[config.mk]
export PLATFORM = sky130hd
export DESIGN_NAME = alu_arbiter
export DESIGN_NICKNAME = d
export VERILOG_FILES = /design/src/rtl/alu_arbiter.sv
export SDC_FILE = /design/constraint.sdc
export NUM_CORES = 1
export LEC_CHECK = 0
export CAP_MARGIN = 20
export CORE_ASPECT_RATIO = 1.4
export CORE_UTILIZATION = 40
export DETAILED_ROUTE_END_ITERATION = 16
export PLACE_DENSITY_LB_ADDON = 0.15
export SLEW_MARGIN = 20
export SYNTH_ARGS = -nofsm -noshare
export SYNTH_HDL_FRONTEND = slang
export SYNTH_SLANG_ARGS = --single-unit
[constraint.sdc]
create_clock -name clk -period 5.2 [get_ports clk]
set_clock_uncertainty 0.1 [all_clocks]
set_input_delay 0.52 -clock clk [delete_from_list [all_inputs] [get_ports clk]]
set_output_delay 0.52 -clock clk [all_outputs]
set_load 0.03 [all_outputs]
[src/rtl/alu_arbiter.sv]
// Two-requester arbiter and single-stage issue sequencer in front of one shared ALU,
// with one response buffer per requester. Define ALU_ARB_FIXED_PRIO_EN for fixed priority (requester 0 wins ties).
module alu_arbiter #(
  parameter int DATA_W = 32,
  parameter int OP_W   = 5
) (
  input  logic              clk,
  input  logic              rst,
  input  logic              req0_valid,
  output logic              req0_ready,
  input  logic [OP_W-1:0]   req0_op,
  input  logic [DATA_W-1:0] req0_src1,
  input  logic [DATA_W-1:0] req0_src2,
  input  logic              req1_valid,
  output logic              req1_ready,
  input  logic [OP_W-1:0]   req1_op,
  input  logic [DATA_W-1:0] req1_src1,
  input  logic [DATA_W-1:0] req1_src2,
  output logic              rsp0_valid,
  input  logic              rsp0_ready,
  output logic [DATA_W-1:0] rsp0_result,
  output logic              rsp0_zero,
  output logic              rsp1_valid,
  input  logic              rsp1_ready,
  output logic [DATA_W-1:0] rsp1_result,
  output logic              rsp1_zero,
  output logic [OP_W-1:0]   alu_op_o,
  output logic [DATA_W-1:0] alu_src1_o,
  output logic [DATA_W-1:0] alu_src2_o,
  output logic              alu_src2_sel_o,
  input  logic [DATA_W-1:0] alu_result_i,
  input  logic              alu_zero_i
);

  // Handshakes: a transfer happens on a rising edge where valid && ready are both high.
  // Requesters may drop valid at any time; ready never depends on anything registered later.
  logic              s1_valid_q, s1_valid_d;
  logic              s1_tag_q, s1_tag_d;
  logic [OP_W-1:0]   s1_op_q, s1_op_d;
  logic [DATA_W-1:0] s1_src1_q, s1_src1_d;
  logic [DATA_W-1:0] s1_src2_q, s1_src2_d;

  logic [1:0]        rsp_valid_q, rsp_valid_d;
  logic [1:0]        rsp_zero_q, rsp_zero_d;
  logic [DATA_W-1:0] rsp_result_q [2];
  logic [DATA_W-1:0] rsp_result_d [2];

`ifndef ALU_ARB_FIXED_PRIO_EN
  logic              last_grant_q, last_grant_d;
`endif

  logic [1:0] busy;
  logic [1:0] elig;
  logic [1:0] grant;
  logic [1:0] rsp_ready;

  assign rsp_ready = {rsp1_ready, rsp0_ready};

  always_comb begin
    busy[0] = (s1_valid_q && !s1_tag_q) || rsp_valid_q[0];
    busy[1] = (s1_valid_q &&  s1_tag_q) || rsp_valid_q[1];
    elig    = {req1_valid && !busy[1], req0_valid && !busy[0]};
    grant   = 2'b00;
    if (!rst) begin
      if (elig == 2'b11) begin
`ifdef ALU_ARB_FIXED_PRIO_EN
        grant = 2'b01;
`else
        grant = last_grant_q ? 2'b01 : 2'b10;
`endif
      end else begin
        grant = elig;
      end
    end
  end

  assign req0_ready = grant[0];
  assign req1_ready = grant[1];

  // Issue stage: operand registers hold when idle; the ALU drive is zeroed separately.
  always_comb begin
    s1_valid_d = |grant;
    s1_tag_d   = s1_tag_q;
    s1_op_d    = s1_op_q;
    s1_src1_d  = s1_src1_q;
    s1_src2_d  = s1_src2_q;
    if (grant[1]) begin
      s1_tag_d  = 1'b1;
      s1_op_d   = req1_op;
      s1_src1_d = req1_src1;
      s1_src2_d = req1_src2;
    end else if (grant[0]) begin
      s1_tag_d  = 1'b0;
      s1_op_d   = req0_op;
      s1_src1_d = req0_src1;
      s1_src2_d = req0_src2;
    end
  end

  // Capture and drain of one requester never coincide because busy blocks re-issue.
  always_comb begin
    rsp_valid_d  = rsp_valid_q;
    rsp_zero_d   = rsp_zero_q;
    rsp_result_d = rsp_result_q;
    for (int i = 0; i < 2; i++) begin
      if (rsp_valid_q[i] && rsp_ready[i]) begin
        rsp_valid_d[i] = 1'b0;
      end
      if (s1_valid_q && (s1_tag_q == 1'(i))) begin
        rsp_valid_d[i]  = 1'b1;
        rsp_result_d[i] = alu_result_i;
        rsp_zero_d[i]   = alu_zero_i;
      end
    end
  end

`ifndef ALU_ARB_FIXED_PRIO_EN
  always_comb begin
    last_grant_d = last_grant_q;
    if (|grant) begin
      last_grant_d = grant[1];
    end
  end
`endif

  always_ff @(posedge clk) begin
    if (rst) begin
      s1_valid_q      <= 1'b0;
      s1_tag_q        <= 1'b0;
      s1_op_q         <= '0;
      s1_src1_q       <= '0;
      s1_src2_q       <= '0;
      rsp_valid_q     <= 2'b00;
      rsp_zero_q      <= 2'b00;
      rsp_result_q[0] <= '0;
      rsp_result_q[1] <= '0;
`ifndef ALU_ARB_FIXED_PRIO_EN
      last_grant_q    <= 1'b1;
`endif
    end else begin
      s1_valid_q      <= s1_valid_d;
      s1_tag_q        <= s1_tag_d;
      s1_op_q         <= s1_op_d;
      s1_src1_q       <= s1_src1_d;
      s1_src2_q       <= s1_src2_d;
      rsp_valid_q     <= rsp_valid_d;
      rsp_zero_q      <= rsp_zero_d;
      rsp_result_q[0] <= rsp_result_d[0];
      rsp_result_q[1] <= rsp_result_d[1];
`ifndef ALU_ARB_FIXED_PRIO_EN
      last_grant_q    <= last_grant_d;
`endif
    end
  end

  assign alu_op_o       = s1_valid_q ? s1_op_q   : '0;
  assign alu_src1_o     = s1_valid_q ? s1_src1_q : '0;
  assign alu_src2_o     = s1_valid_q ? s1_src2_q : '0;
  assign alu_src2_sel_o = 1'b0;

  assign rsp0_valid  = rsp_valid_q[0];
  assign rsp1_valid  = rsp_valid_q[1];
  assign rsp0_result = rsp_result_q[0];
  assign rsp1_result = rsp_result_q[1];
  assign rsp0_zero   = rsp_zero_q[0];
  assign rsp1_zero   = rsp_zero_q[1];

endmodule

# After elaboration in Yosys (flattened, before gate mapping)
# Index checks and enable logic that the tools add are counted.
# Widths: inputs -> output; s select.
[word_totals]
input_bits = 177
out_inout_bits = 140
elab_cells = 48
register_bits = 140
[op_classes]
reduce_logical = 16
bitwise = 1
n_mux = 18
n_eq_ne = 1
[op_table]
columns = ["op", "n"]
rows = [
  ["$mux 32", 6],
  ["$mux 5", 3],
  ["$logic_and 1x1->1", 7],
  ["$mux 1", 6],
  ["$mux 2", 3],
  ["$reduce_bool 2->1", 3],
  ["$logic_not 1->1", 3],
  ["$eq 2x2->1 const B", 1],
  ["$logic_or 1x1->1", 2],
  ["$reduce_or 2->1", 1],
  ["$not 1->1", 1],
]

# Depth between registers and ports, before layout
[depth]
depth_word = 10
ltp_mapped = 8

# Worst setup path after synthesis
# Ideal clock, no wire load.
[synth_path]
kind = "input to output"
start = "in req1_valid"
end = "out req0_ready"
n_path_buf = 2
path_stages = 6
arrival_time_ns = 1.935
path_slack_ns = 2.645
cell_sequence = "nor2b_1 -> and2_1 -> buf_2 -> buf_2 -> nor2b_1 -> nor3_1"
[synth_via]
elab_chain_len = 4
[synth_lines]
columns = ["item", "line", "source"]
rows = [
  ["start: declaration", "14", "input logic req1_valid,"],
  ["$logic_and 1x1->1", "62", "elig = {req1_valid && !busy[1], req0_valid && !busy[0]};"],
  ["$eq 2x2->1", "65", "if (elig == 2'b11) begin"],
  ["$mux 2", "65", ""],
  ["$mux 2", "64", "if (!rst) begin"],
  ["end: declaration", "10", "output logic req0_ready,"],
]
# No other way between the ends.

# Final worst setup path
[layout_path]
start = "reg s1_valid_q"
end = "out req0_ready"
[layout_via]
elab_chain_len = 7
elab_cells_between_ends = 11
classes_between = "eq/ne: 1; mux: 2; reduce/logical: 8"
[layout_lines]
columns = ["item", "line", "source"]
rows = [
  ["start: declaration", "37", "logic s1_valid_q, s1_valid_d;"],
  ["start signal: assignment", "141", "s1_valid_q <= s1_valid_d;"],
  ["$logic_and 1x1->1 (on tied branches)", "60, 61", ""],
  ["$logic_or 1x1->1 (on tied branches)", "60, 61", ""],
  ["$logic_not 1->1", "62", ""],
  ["$logic_and 1x1->1", "62", ""],
  ["$eq 2x2->1", "65", ""],
  ["$mux 2 *", "65", ""],
  ["$mux 2 *", "64", ""],
]
# Every way passes the cells marked *; elsewhere a longest branch is shown, timed or not.

==> impl_metrics.prom <==
# TYPE chip_impl_metric gauge
chip_impl_metric{name="drtPass1Iterations",unit=""} 4
chip_impl_metric{name="grt_pass1_vias",unit=""} 6492
chip_impl_metric{name="cts-root-to-sink-buffers",unit=""} 2
chip_impl_info{name="critical_path_start_end_classification",value="register to output pin"} 1
chip_impl_metric{name="die_width",unit="um"} 113.5
chip_impl_metric{name="antenna_found_initial",unit=""} 1
chip_impl_metric{name="port-buffer-count",unit=""} 315
chip_impl_metric{name="p_total",unit="W"} 0.003305
chip_impl_info{name="cts_root_buf",value="clkbuf_16"} 1
chip_impl_metric{name="layout_setup_ws",unit="ns"} 1.339
chip_impl_metric{name="place_worst_setup_slack",unit="ns"} 1.608
chip_impl_metric{name="timing.critical_path.fanout_max",unit=""} 72
chip_impl_metric{name="power.density_cell_area",unit="nW/um2"} 308.9
chip_impl_metric{name="yosysWarningCount",unit=""} 0
chip_impl_info{name="r2r-end",value="s1_src1_q[8]$_SDFFE_PP0P_"} 1
chip_impl_info{name="yosys.cell_count.top_type",value="dfxtp_1"} 1
chip_impl_metric{name="clk_latency",unit="ns"} 0.42
chip_impl_metric{name="final.period_utilization",unit="%"} 74.25
chip_impl_metric{name="grt_start_max_net_pins",unit=""} 97
chip_impl_info{name="worst_setup_path_start_kind",value="register"} 1
chip_impl_info{name="timing.critical_path.to_type",value="output pin"} 1
chip_impl_metric{name="cp.required",unit="ns"} 4.58
chip_impl_info{name="worst_hold_path.endpoint",value="rsp1_result[6]$_SDFFE_PP0P_"} 1
chip_impl_metric{name="worst_hold_path.num_cells",unit=""} 2
chip_impl_metric{name="pin_count",unit=""} 317
chip_impl_metric{name="buffers_inserted_by_post_cts_timing_repair",unit=""} 0
chip_impl_metric{name="quantity_of_hold_fixing_buffers_added_after_cts",unit=""} 0
chip_impl_metric{name="path_clk_slew",unit="ns"} 0.06
chip_impl_info{name="worstPathCellList",value="buf_4 > nand2_2 > and2_2 > nor2b_1 > nor3_1 > clkdlybuf4s50_1"} 1
chip_impl_metric{name="grt_usage",unit="%"} 25.91
chip_impl_metric{name="fin_setup_tns",unit="ns"} 0
chip_impl_metric{name="wl_per_cell",unit="um"} 18.02
chip_impl_metric{name="detailed_route_iter0_violations",unit=""} 406
chip_impl_metric{name="drive_gt1_share",unit="%"} 12.37
chip_impl_metric{name="synth_seq_cells",unit=""} 140
chip_impl_metric{name="htree_num_levels",unit=""} 4
chip_impl_metric{name="drc",unit=""} 0
chip_impl_metric{name="final.hold.worst_slack",unit="ns"} 0.3521
chip_impl_info{name="synth_top_cell_by_area",value="dfxtp_1"} 1
chip_impl_metric{name="grt_pass1_wl",unit="um"} 35970
chip_impl_metric{name="netlist_area",unit="um2"} 6962
chip_impl_info{name="postSynth.topFlopCell",value="dfxtp_1"} 1
chip_impl_metric{name="detail-route-antenna-nets",unit=""} 0
chip_impl_metric{name="initial_utilization",unit="%"} 41.23
chip_impl_metric{name="power.static_leakage",unit="nW"} 3.638
chip_impl_metric{name="vdd.ir_drop.worst",unit="V"} 0.0002293
chip_impl_info{name="post_synth_main_area_contributors",value="dfxtp_1 40%, a221oi_2 15%, a311oi_1 7.5%"} 1
chip_impl_metric{name="num-nets-final",unit=""} 1232
chip_impl_metric{name="avgViaCountPerCell",unit=""} 5.271
chip_impl_metric{name="synth_enable_flop_cells",unit=""} 0
chip_impl_metric{name="place_congestion",unit=""} 0.7762
chip_impl_metric{name="wirelength",unit="um"} 23430
chip_impl_metric{name="reg2reg_setup_slack",unit="ns"} 1.69
chip_impl_metric{name="core.rowCount",unit=""} 56
chip_impl_metric{name="global_route.overflow_total",unit=""} 0
chip_impl_info{name="hold_path.startpoint",value="rsp1_result[6]$_SDFFE_PP0P_"} 1
chip_impl_info{name="rsz_0062_raised_after_global_routing",value="false"} 1
chip_impl_metric{name="num-fill-cells",unit=""} 1458
chip_impl_metric{name="synthDistinctLibCells",unit=""} 30
chip_impl_metric{name="netlist_instances",unit=""} 800
chip_impl_info{name="hold_path_class",value="register to register"} 1
chip_impl_info{name="cp_slowest_cell",value="clkdlybuf4s50_1"} 1
chip_impl_metric{name="cts_sinks",unit=""} 140
chip_impl_metric{name="slew_headroom",unit="%"} 42.09
chip_impl_metric{name="syn_nets",unit=""} 977
chip_impl_metric{name="timing.critical_path.slowest_cell_delay",unit="ns"} 0.72
chip_impl_metric{name="design.core.area",unit="um2"} 16890
chip_impl_metric{name="slew_violations",unit=""} 0
chip_impl_metric{name="cap_viol_max_count",unit=""} 0
chip_impl_info{name="regToRegStartpoint",value="s1_valid_q$_SDFF_PP0_"} 1
chip_impl_info{name="status",value="completed"} 1
chip_impl_metric{name="synth.yosys.seq_area_share",unit="%"} 40.26
chip_impl_info{name="cts_tree",value="yes"} 1
chip_impl_metric{name="vias",unit=""} 6852
chip_impl_metric{name="floorplan.die.height",unit="um"} 158.1
chip_impl_metric{name="detailed_place_hpwl",unit="um"} 15000
chip_impl_metric{name="period_minus_slack",unit="ns"} 3.861
chip_impl_metric{name="syn-mean-instance-area",unit="um2"} 8.702
chip_impl_metric{name="synthDominantCellAreaShare",unit="%"} 40.26
chip_impl_metric{name="finalSetupViolations",unit=""} 0
chip_impl_metric{name="rr_worst_depth",unit=""} 6
chip_impl_metric{name="achievable-frequency",unit="MHz"} 259.0
chip_impl_metric{name="areaGrowthSynthToFinish",unit="%"} 53.70
chip_impl_metric{name="slew_at_the_pin_closest_to_its_max_slew_limit",unit="ns"} 0.8686
chip_impl_metric{name="critPathArrivalTime",unit="ns"} 3.24
chip_impl_metric{name="die_area",unit="um2"} 17940
chip_impl_metric{name="cts-buffers-inserted",unit=""} 17
chip_impl_metric{name="timing.final.hold_violations",unit=""} 0
chip_impl_metric{name="cts-resized-gates",unit=""} 0
chip_impl_info{name="netlist_top_cells_count",value="140 x dfxtp_1, 133 x nand2_1, 71 x and2_1, 71 x clkbuf_1, 70 x inv_1"} 1
chip_impl_metric{name="asyncSetResetFlopFracSynth",unit="%"} 0
[power by group]
part / total [W] / switching (W) / internal (W)
clock network: 0.00126 / 0.000503 / 0.000762
logic: 0.000840 / 0.000477 / 0.000363
registers: 0.00120 / 0.0000398 / 0.00116
[layout make-up]
class	count	area, um2	area share (%)
repair buffers	328	3267	30.53
flip-flops and latches	140	2804	26.20
inverters	71	266.5	2.491
well taps	232	290.3	2.713
clock buffers	17	425.4	3.976
diodes	1	2.502	0.02339
multi-input cells	497	3462	32.35
clock inverters	14	182.7	1.707
[critical path: cells and delay by family (launching register included)]
family	cells	cell delay, ns
and+or+nand+nor	4	1.26
buffers and inverters	2	1.23
DFF	1	0.32
[stage by stage]
step	cells	area [um2]	util (%)
2_1_floorplan	800	6962	-
3_3_place_gp	1267	10070	59.63
3_5_place_dp	1267	10070	59.63
4_1_cts	1298	10680	63.23
5_1_grt	1300	10700	63.37
6_report	1300	10700	63.37
[sequential cells by signal (all words and copies together) (netlist names)]
signal and cells:
rsp_valid_q 2, s1_tag_q 1, rsp1_result 32, s1_src2_q 32, last_grant_q 1, rsp0_result 32, s1_src1_q 32, s1_op_q 5
rsp_zero_q 2, s1_valid_q 1
[metal layers]
| layer | vias up | global-route usage, % | share of wire, % |
|---|---|---|---|
| li1 | 3338 | - | - |
| met1 | 3219 | 29.64 | 39 |
| met2 | 246 | 43.64 | 50 |
| met3 | 49 | 8.384 | 7.7 |
| met4 | 0 | 12.09 | 3.5 |
| met5 | - | 0 | 0 |
[how the worst max path moves through the flow]
stage               slack (ns)             startpoint                         to
floorplan                 2.65             req1_valid                 req0_ready
global placement          1.64  s1_valid_q$_SDFF_PP0_  s1_src1_q[8]$_SDFFE_PP0P_
detailed placement        1.61  s1_valid_q$_SDFF_PP0_  s1_src1_q[8]$_SDFFE_PP0P_
CTS                       1.24  s1_valid_q$_SDFF_PP0_                 req0_ready
global route              1.12  s1_valid_q$_SDFF_PP0_                 req0_ready
finish                    1.34  s1_valid_q$_SDFF_PP0_                 req0_ready
[cells by family (layout without fill, tap and decap cells)]
| family | after synthesis | in the layout | synth area share [%] |
|---|---|---|---|
| buf+inv | 163 | 430 | 10.19 |
| compound gates | 278 | 278 | 34.69 |
| other cells | 1 | 2 | 0.05387 |
| flops | 140 | 140 | 40.26 |
| simple gates | 218 | 218 | 14.81 |
[layout by cell type, fill, tap and decap left out, drive strengths merged]
cell           count
nor3               1
nand2            134
clkinv             2
and2b              1
clkdlybuf4s50    314
and2              71
a311oi            69
and3               1
a21oi             68
a211o              1
conb               1
buf               13
diode              1
inv               77
dfxtp            140
bufinv             3
a22oi              1
clkinvlp           3
nand2b             3
clkbuf            18
nor2b              3
or2                1
a31o               1
a221oi            69
o21ai             69
nand3              2
nor2               1
(Power assumes the default switching activity.)
